===== src/rtl/vram_arbiter.sv =====
// Purpose : arbitrates one VRAM port between a display fetcher and two requesters;
//           tracks active/vblank state and counts completed frames.
// Latency : grants and mem_* are combinational; read-valid strobes follow a read grant by 1 cycle.
// Backpr. : display always wins; requesters hold their request until gntN, writes may be
//           held off until vertical blanking (ACTIVE_WRITES=0).
// Ports   : clk/rst_n (sync, active-low); vpos/display_on timing; disp_* fetch port;
//           req/we/addr/wdata/gnt/rvalid per requester; mem_* memory port; vblank_start, frame_cnt.
module vram_arbiter #(
  parameter int AW            = 12,
  parameter int DW            = 8,
  parameter int V_DISPLAY     = 480,
  parameter int ACTIVE_WRITES = 0
) (
  input  logic          clk,
  input  logic          rst_n,
  input  logic [9:0]    vpos,
  input  logic          display_on,
  input  logic          disp_req,
  input  logic [AW-1:0] disp_addr,
  output logic          disp_gnt,
  output logic          disp_rvalid,
  input  logic          req0,
  input  logic          we0,
  input  logic [AW-1:0] addr0,
  input  logic [DW-1:0] wdata0,
  output logic          gnt0,
  output logic          rvalid0,
  input  logic          req1,
  input  logic          we1,
  input  logic [AW-1:0] addr1,
  input  logic [DW-1:0] wdata1,
  output logic          gnt1,
  output logic          rvalid1,
  output logic          mem_en,
  output logic          mem_we,
  output logic [AW-1:0] mem_addr,
  output logic [DW-1:0] mem_wdata,
  input  logic [DW-1:0] mem_rdata,
  output logic          vblank_start,
  output logic [7:0]    frame_cnt
);

  localparam logic [10:0] VD = 11'(V_DISPLAY);

  typedef enum logic {ACTIVE = 1'b0, VBLANK = 1'b1} state_t;

  state_t     state_q, state_d;
  logic       last_q;        // 1 = requester 1 was granted most recently
  logic       display_on_q;
  logic       elig0, elig1, wr_ok;

  // The state register is the registered vblank condition; it resets to VBLANK
  // so a release during blanking does not look like a new frame.
  always_ff @(posedge clk) begin
    if (!rst_n) state_q <= VBLANK;
    else        state_q <= state_d;
  end

  always_comb begin
    state_d = state_q;
    if ({1'b0, vpos} >= VD) state_d = VBLANK;
    else                    state_d = ACTIVE;
  end

  // Grant and memory-port mux; display has absolute priority.
  always_comb begin
    wr_ok     = (state_q == VBLANK) || (ACTIVE_WRITES != 0);
    elig0     = req0 && (!we0 || wr_ok);
    elig1     = req1 && (!we1 || wr_ok);
    disp_gnt  = disp_req;
    gnt0      = !disp_req && elig0 && (!elig1 || last_q);
    gnt1      = !disp_req && elig1 && (!elig0 || !last_q);
    mem_en    = 1'b0;
    mem_we    = 1'b0;
    mem_addr  = '0;
    mem_wdata = '0;
    if (disp_gnt) begin
      mem_en   = 1'b1;
      mem_addr = disp_addr;
    end else if (gnt0) begin
      mem_en    = 1'b1;
      mem_we    = we0;
      mem_addr  = addr0;
      mem_wdata = wdata0;
    end else if (gnt1) begin
      mem_en    = 1'b1;
      mem_we    = we1;
      mem_addr  = addr1;
      mem_wdata = wdata1;
    end
  end

  // Read-valid strobes, round-robin pointer and frame bookkeeping. Reset drops
  // any read-valid still in flight from the cycle before reset.
  always_ff @(posedge clk) begin
    if (!rst_n) begin
      disp_rvalid  <= 1'b0;
      rvalid0      <= 1'b0;
      rvalid1      <= 1'b0;
      last_q       <= 1'b1;
      vblank_start <= 1'b0;
      frame_cnt    <= 8'd0;
      display_on_q <= 1'b0;
    end else begin
      disp_rvalid  <= disp_gnt;
      rvalid0      <= gnt0 && !we0;
      rvalid1      <= gnt1 && !we1;
      if (gnt0)      last_q <= 1'b0;
      else if (gnt1) last_q <= 1'b1;
      vblank_start <= (state_q == ACTIVE) && (state_d == VBLANK);
      if ((state_q == ACTIVE) && (state_d == VBLANK))
        frame_cnt <= frame_cnt + 8'd1;
      display_on_q <= display_on;
    end
  end

  // Read data is routed to the sources outside this block; display_on is
  // kept registered for debug observation only.
  logic unused_sinks;
  assign unused_sinks = ^{mem_rdata, display_on_q};

endmodule

===== config.mk =====
export PLATFORM = sky130hd
export DESIGN_NAME = vram_arbiter
export DESIGN_NICKNAME = d
export VERILOG_FILES = /design/src/rtl/vram_arbiter.sv
export SDC_FILE = /design/constraint.sdc
export NUM_CORES = 1
export LEC_CHECK = 0
export ABC_CLOCK_PERIOD_IN_PS = 1430
export CORE_MARGIN = 2
export CORE_UTILIZATION = 24
export CTS_BUF_LIST = sky130_fd_sc_hd__clkbuf_16
export DETAILED_ROUTE_END_ITERATION = 6
export HOLD_SLACK_MARGIN = 0.15
export PLACE_DENSITY_LB_ADDON = 0.25
export SYNTH_ARGS = -nofsm -noshare
export SYNTH_HDL_FRONTEND = slang
export SYNTH_SLANG_ARGS = --single-unit
export TNS_END_PERCENT = 5

===== constraint.sdc =====
create_clock -name clk -period 1.43 [get_ports clk]
set_input_delay 0.2145 -clock clk [delete_from_list [all_inputs] [get_ports clk]]
set_output_delay 0.2145 -clock clk [all_outputs]
set_load 0.05 [all_outputs]

# Word level (Yosys, flattened, before mapping)
# Index checks and enable logic that the tools add are counted.
[classes]
addsub = 1
magnitude_cmp = 1
muxes = 15
bitwise = 1
n_reduce_logical = 20
[op_table]
columns = ["op", "n"]
rows = [
  ["$mux 12", 3],
  ["$mux 8", 3],
  ["$ge 10x9->1 const B", 1],
  ["$logic_and 1x1->1", 9],
  ["$mux 1", 9],
  ["$add 8x1->8 const B", 1],
  ["$logic_not 1->1", 6],
  ["$logic_or 1x1->1", 4],
  ["$reduce_bool 2->1", 1],
  ["$not 1->1", 1],
]
[word_totals]
ff_bits = 14
input_bits = 78
out_inout_bits = 37
wordCells = 45

# Logic depth before layout (Yosys ltp)
[depth]
depth_word = 9
mapped_depth = 6

# Least setup slack after synthesis
# Ideal clock, no wire load.
[synth_timing]
path_type = "register to output"
from = "register state_q"
to = "output port mem_wdata[5]"
arrival_time_ps = 1850
setup_slack_ps = -634
stages_incl_launch_ff = 6
n_path_buf = 1
cell_sequence = "dfxtp_1 -> nand2b_1 -> nand3b_1 -> clkbuf_1 -> and2_1 -> a22o_1"
[synth_between]
word_cells_on_any_way = 15
[synth_lines]
columns = ["element", "line_no", "source"]
rows = [
  ["from (decl)", "47", "state_t state_q, state_d;"],
  ["from (signal assigned)", "56", "else state_q <= state_d;"],
  ["$logic_or 1x1->1", "69", "elig1 = req1 && (!we1 || wr_ok);"],
  ["$logic_and 1x1->1", "69", ""],
  ["$logic_not 1->1", "71", "gnt0 = !disp_req && elig0 && (!elig1 || last_q);"],
  ["$logic_or 1x1->1", "71", ""],
  ["$logic_and 1x1->1 *", "71", ""],
  ["named net gnt0", "26", "output logic gnt0,"],
  ["$mux 8 *", "80", "end else if (gnt0) begin"],
  ["$mux 8 *", "77", "if (disp_gnt) begin"],
  ["to (decl)", "37", "output logic [DW-1:0] mem_wdata,"],
]
# The timed path passes the listed nets; every way through them passes the cells marked *.

# Final worst setup path
[layout_timing]
from = "register state_q"
to = "output port mem_addr[9]"
[layout_between]
elab_chain_len = 8
word_cells_on_any_way = 15
[layout_lines]
columns = ["element", "line_no", "source"]
rows = [
  ["$logic_or 1x1->1", "68", "elig0 = req0 && (!we0 || wr_ok);"],
  ["$logic_and 1x1->1", "68", ""],
  ["$logic_not 1->1", "72", "gnt1 = !disp_req && elig1 && (!elig0 || !last_q);"],
  ["$logic_or 1x1->1", "72", ""],
  ["$logic_and 1x1->1", "72", ""],
  ["$mux 12", "85", "end else if (gnt1) begin"],
  ["$mux 12 *", "80", ""],
  ["$mux 12 *", "77", ""],
  ["to (decl)", "36", "output logic [AW-1:0] mem_addr,"],
]
# Mark *: on every way between the ends. The rest lies on a longest branch, timed or not.

==> results.json <==
{
  "status": "finished with violations",
  "violations": "setup timing",
  "clk_path_buf_depth": 2,
  "synthCells": 115,
  "htree_num_levels": 1,
  "grt_usage": 0.2019,
  "portBuffers": 100,
  "core_area_um2": 3971,
  "ys_top_cells_by_area": "dfxtp_1, a221o_1, and3_1",
  "final_antenna_net_count": 0,
  "hp-class": "in2reg",
  "whs_endpoint": "rvalid0",
  "grt_pass1_vias": 1521,
  "cp.required_ns": 1.22,
  "worstSetupEndpointType": "output pin",
  "max_freq_ghz": 0.4944,
  "grt_pass1_wl_um": 6858,
  "r2r_start": "state_q",
  "grt_max_degree": 25,
  "cts_tree": "yes",
  "ioPinCount": 115,
  "dieArea_um2": 4642,
  "cts_hold_buf": 0,
  "finalSetupTns_ns": -12.74,
  "seq_area_frac_synth": 0.2839,
  "fp-row-count": 23,
  "synth_top_family_by_area": "simple AND/OR/NAND/NOR gates",
  "dpl.cell_count": 271,
  "netlist_area_um2": 987.2,
  "antenna_found_initial": 0,
  "hold_viol": 0,
  "clock_latency_ns": 0.24,
  "maxCapViolations": 0,
  "worstHoldStart": "we0",
  "rsz0062_at_grt": "yes",
  "first_iter_violations": 46,
  "critPathKind": "reg2out",
  "syn2layout_area_growth_pct": 192.9,
  "fin_ws_ns": -0.5928,
  "cp-start-kind": "flip-flop",
  "p_leak_uw": 0.001178,
  "yosysUniqueCellTypes": 31,
  "r2r_cells": 7,
  "yosysTopAreaCell": "dfxtp_1",
  "clkTransAtPathRegs_ns": 0.05,
  "die_w_um": 68.14,
  "synth_compound_area_frac": 0.2687,
  "synth_top_area_share": 0.2839,
  "hold_path_depth": 3,
  "r2r_setup_slack_ns": -0.09,
  "dp_hpwl_um": 3490,
  "ys_ff_latch": 14,
  "wl_um": 4768,
  "synthSimpleGateAreaFrac": 0.3207,
  "tightest_slew_ns": 0.4297,
  "max-vdd-ir-drop_mv": 0.3493,
  "drive_gt1_frac": 0.4678,
  "synth_adder_area_share": 0.01267,
  "via_count": 1436,
  "syn_area_per_cell_um2": 8.584,
  "crit_fanout": 8,
  "utilization": 0.7281,
  "ys_warn_count": 0,
  "stdcell_count": 283,
  "num-nets-final": 313,
  "layout_common_cells": "clkdlybuf4s50_1, buf_12, dfxtp_1",
  "fin_skew_ns": 0.002388,
  "layout_commonest_cell": "clkdlybuf4s50_1",
  "fp.dieH_um": 68.14,
  "power.density_nw_per_um2": 655.0,
  "start_util": 0.2486,
  "gp_congestion": 0.7449,
  "wl_per_cell_um": 16.85,
  "drtPass1Iterations": 4,
  "finalCriticalPeriod_ns": 2.023,
  "slew_headroom": 0.7126,
  "holdWs_ns": 0.5093,
  "post_drt_via_cell_ratio": 5.074,
  "setup_viol_count_final": 27,
  "grt_overflow": 0,
  "synth_nets": 194,
  "synth_xor_area_frac": 0.05323,
  "fin_crit_sh": 1.415,
  "worst_ep_arrival_time_ns": 1.81,
  "muxShareOfSynthArea": 0,
  "fillers": 249,
  "r2r_end": "rvalid1",
  "cts_sinks": 14,
  "drv_slew": 0,
  "drcViolationCount": 0,
  "root_buffer": "clkbuf_16",
  "cts_inserted_buffers": 3,
  "diodes": 0
}
[layer usage]
layer  up-vias  track usage  share of wire
li1        676            -              -
met4         0      0.09250          0.012
met2        67       0.3580           0.53
met1       689       0.2080           0.36
met5         -            0              0
met3         4      0.07895          0.095
[power by group]
part	internal [uW]	leakage, uW	switching (uW)	total [uW]
Clock	369	0.0000385	157	527
Sequential	401	0.000114	8.46	409
Combinational	526	0.00103	432	958
Total	1300	0.00118	598	1890
[critical path, cell delays in order, from the launching register on]
cell      delay [ns]
dfxtp_4         0.34
buf_6           0.11
nand2b_4        0.13
buf_4           0.13
o211a_4         0.14
nor2b_4         0.16
a221o_2         0.39
buf_12          0.16
[cell families after synthesis]
kind of cell / after synthesis
adder cells (fa/ha/maj): 1
AO/OA/AOI/OAI: 29
flip-flops: 14
AND/OR/NAND/NOR: 54
buffers and inverters: 11
XOR/XNOR: 6
[flip-flops by register name, indices dropped and copies added, names as in the netlist]
register and count:
state_q 1, last_q 1, frame_cnt 8, rvalid0 1
vblank_start 1, rvalid1 1, disp_rvalid 1
[layout make-up]
| class | instances | area (um^2) | area share |
|---|---|---|---|
| Multi-Input combinational cell | 91 | 867.1 | 0.2999 |
| Timing Repair Buffer | 123 | 1595 | 0.5517 |
| Tap cell | 50 | 62.56 | 0.02164 |
| Sequential cell | 14 | 284.0 | 0.09823 |
| Clock inverter | 1 | 3.754 | 0.001298 |
| Clock buffer | 3 | 75.07 | 0.02596 |
| Inverter | 1 | 3.754 | 0.001298 |
[per-stage QoR]
step	setup WS, ns	power [uW]	cell area, um^2
after floorplan	-0.3049	784.1	1050
after global placement	-0.7825	1275	2539
after detailed placement	-0.8548	1288	2539
after CTS	-0.5910	1863	2774
after global routing	-0.6298	1962	2892
final	-0.5928	1894	2892
[worst max-delay path by stage]
| stage | from | endpoint | slack [ns] |
|---|---|---|---|
| floorplan | state_q | mem_addr[10] | -0.30 |
| global placement | disp_req | mem_wdata[7] | -0.78 |
| detailed placement | disp_req | mem_wdata[2] | -0.85 |
| CTS | state_q | mem_addr[10] | -0.59 |
| global route | state_q | mem_addr[10] | -0.63 |
| finish | state_q | mem_addr[9] | -0.59 |
[what timing repair did]
item                       CTS  global route
setup buffers                4             2
setup endpoints to repair   30            31
gates resized for setup     28            16
cloned                       2             0
pin swaps                   10            15
[Yosys cell counts]
library cell,instances
and3_1,12
buf_6,2
buf_4,1
and2_1,9
nor2_1,9
inv_1,1
nor3b_1,1
a32oi_1,7
a221o_1,12
nand3b_1,2
and3b_1,2
or3_1,1
nand2_1,6
nand3_1,1
nand4_1,1
a22o_1,2
dfxtp_1,14
ha_1,1
o211a_4,1
o21ai_0,4
a41oi_2,1
a21oi_1,1
xor2_1,6
a21boi_0,1
nand4b_1,1
nor2b_4,1
nor4_1,1
nor2b_2,1
nand2b_1,3
nor3_1,3
clkbuf_1,7
Power figures use the tool's default switching activity.
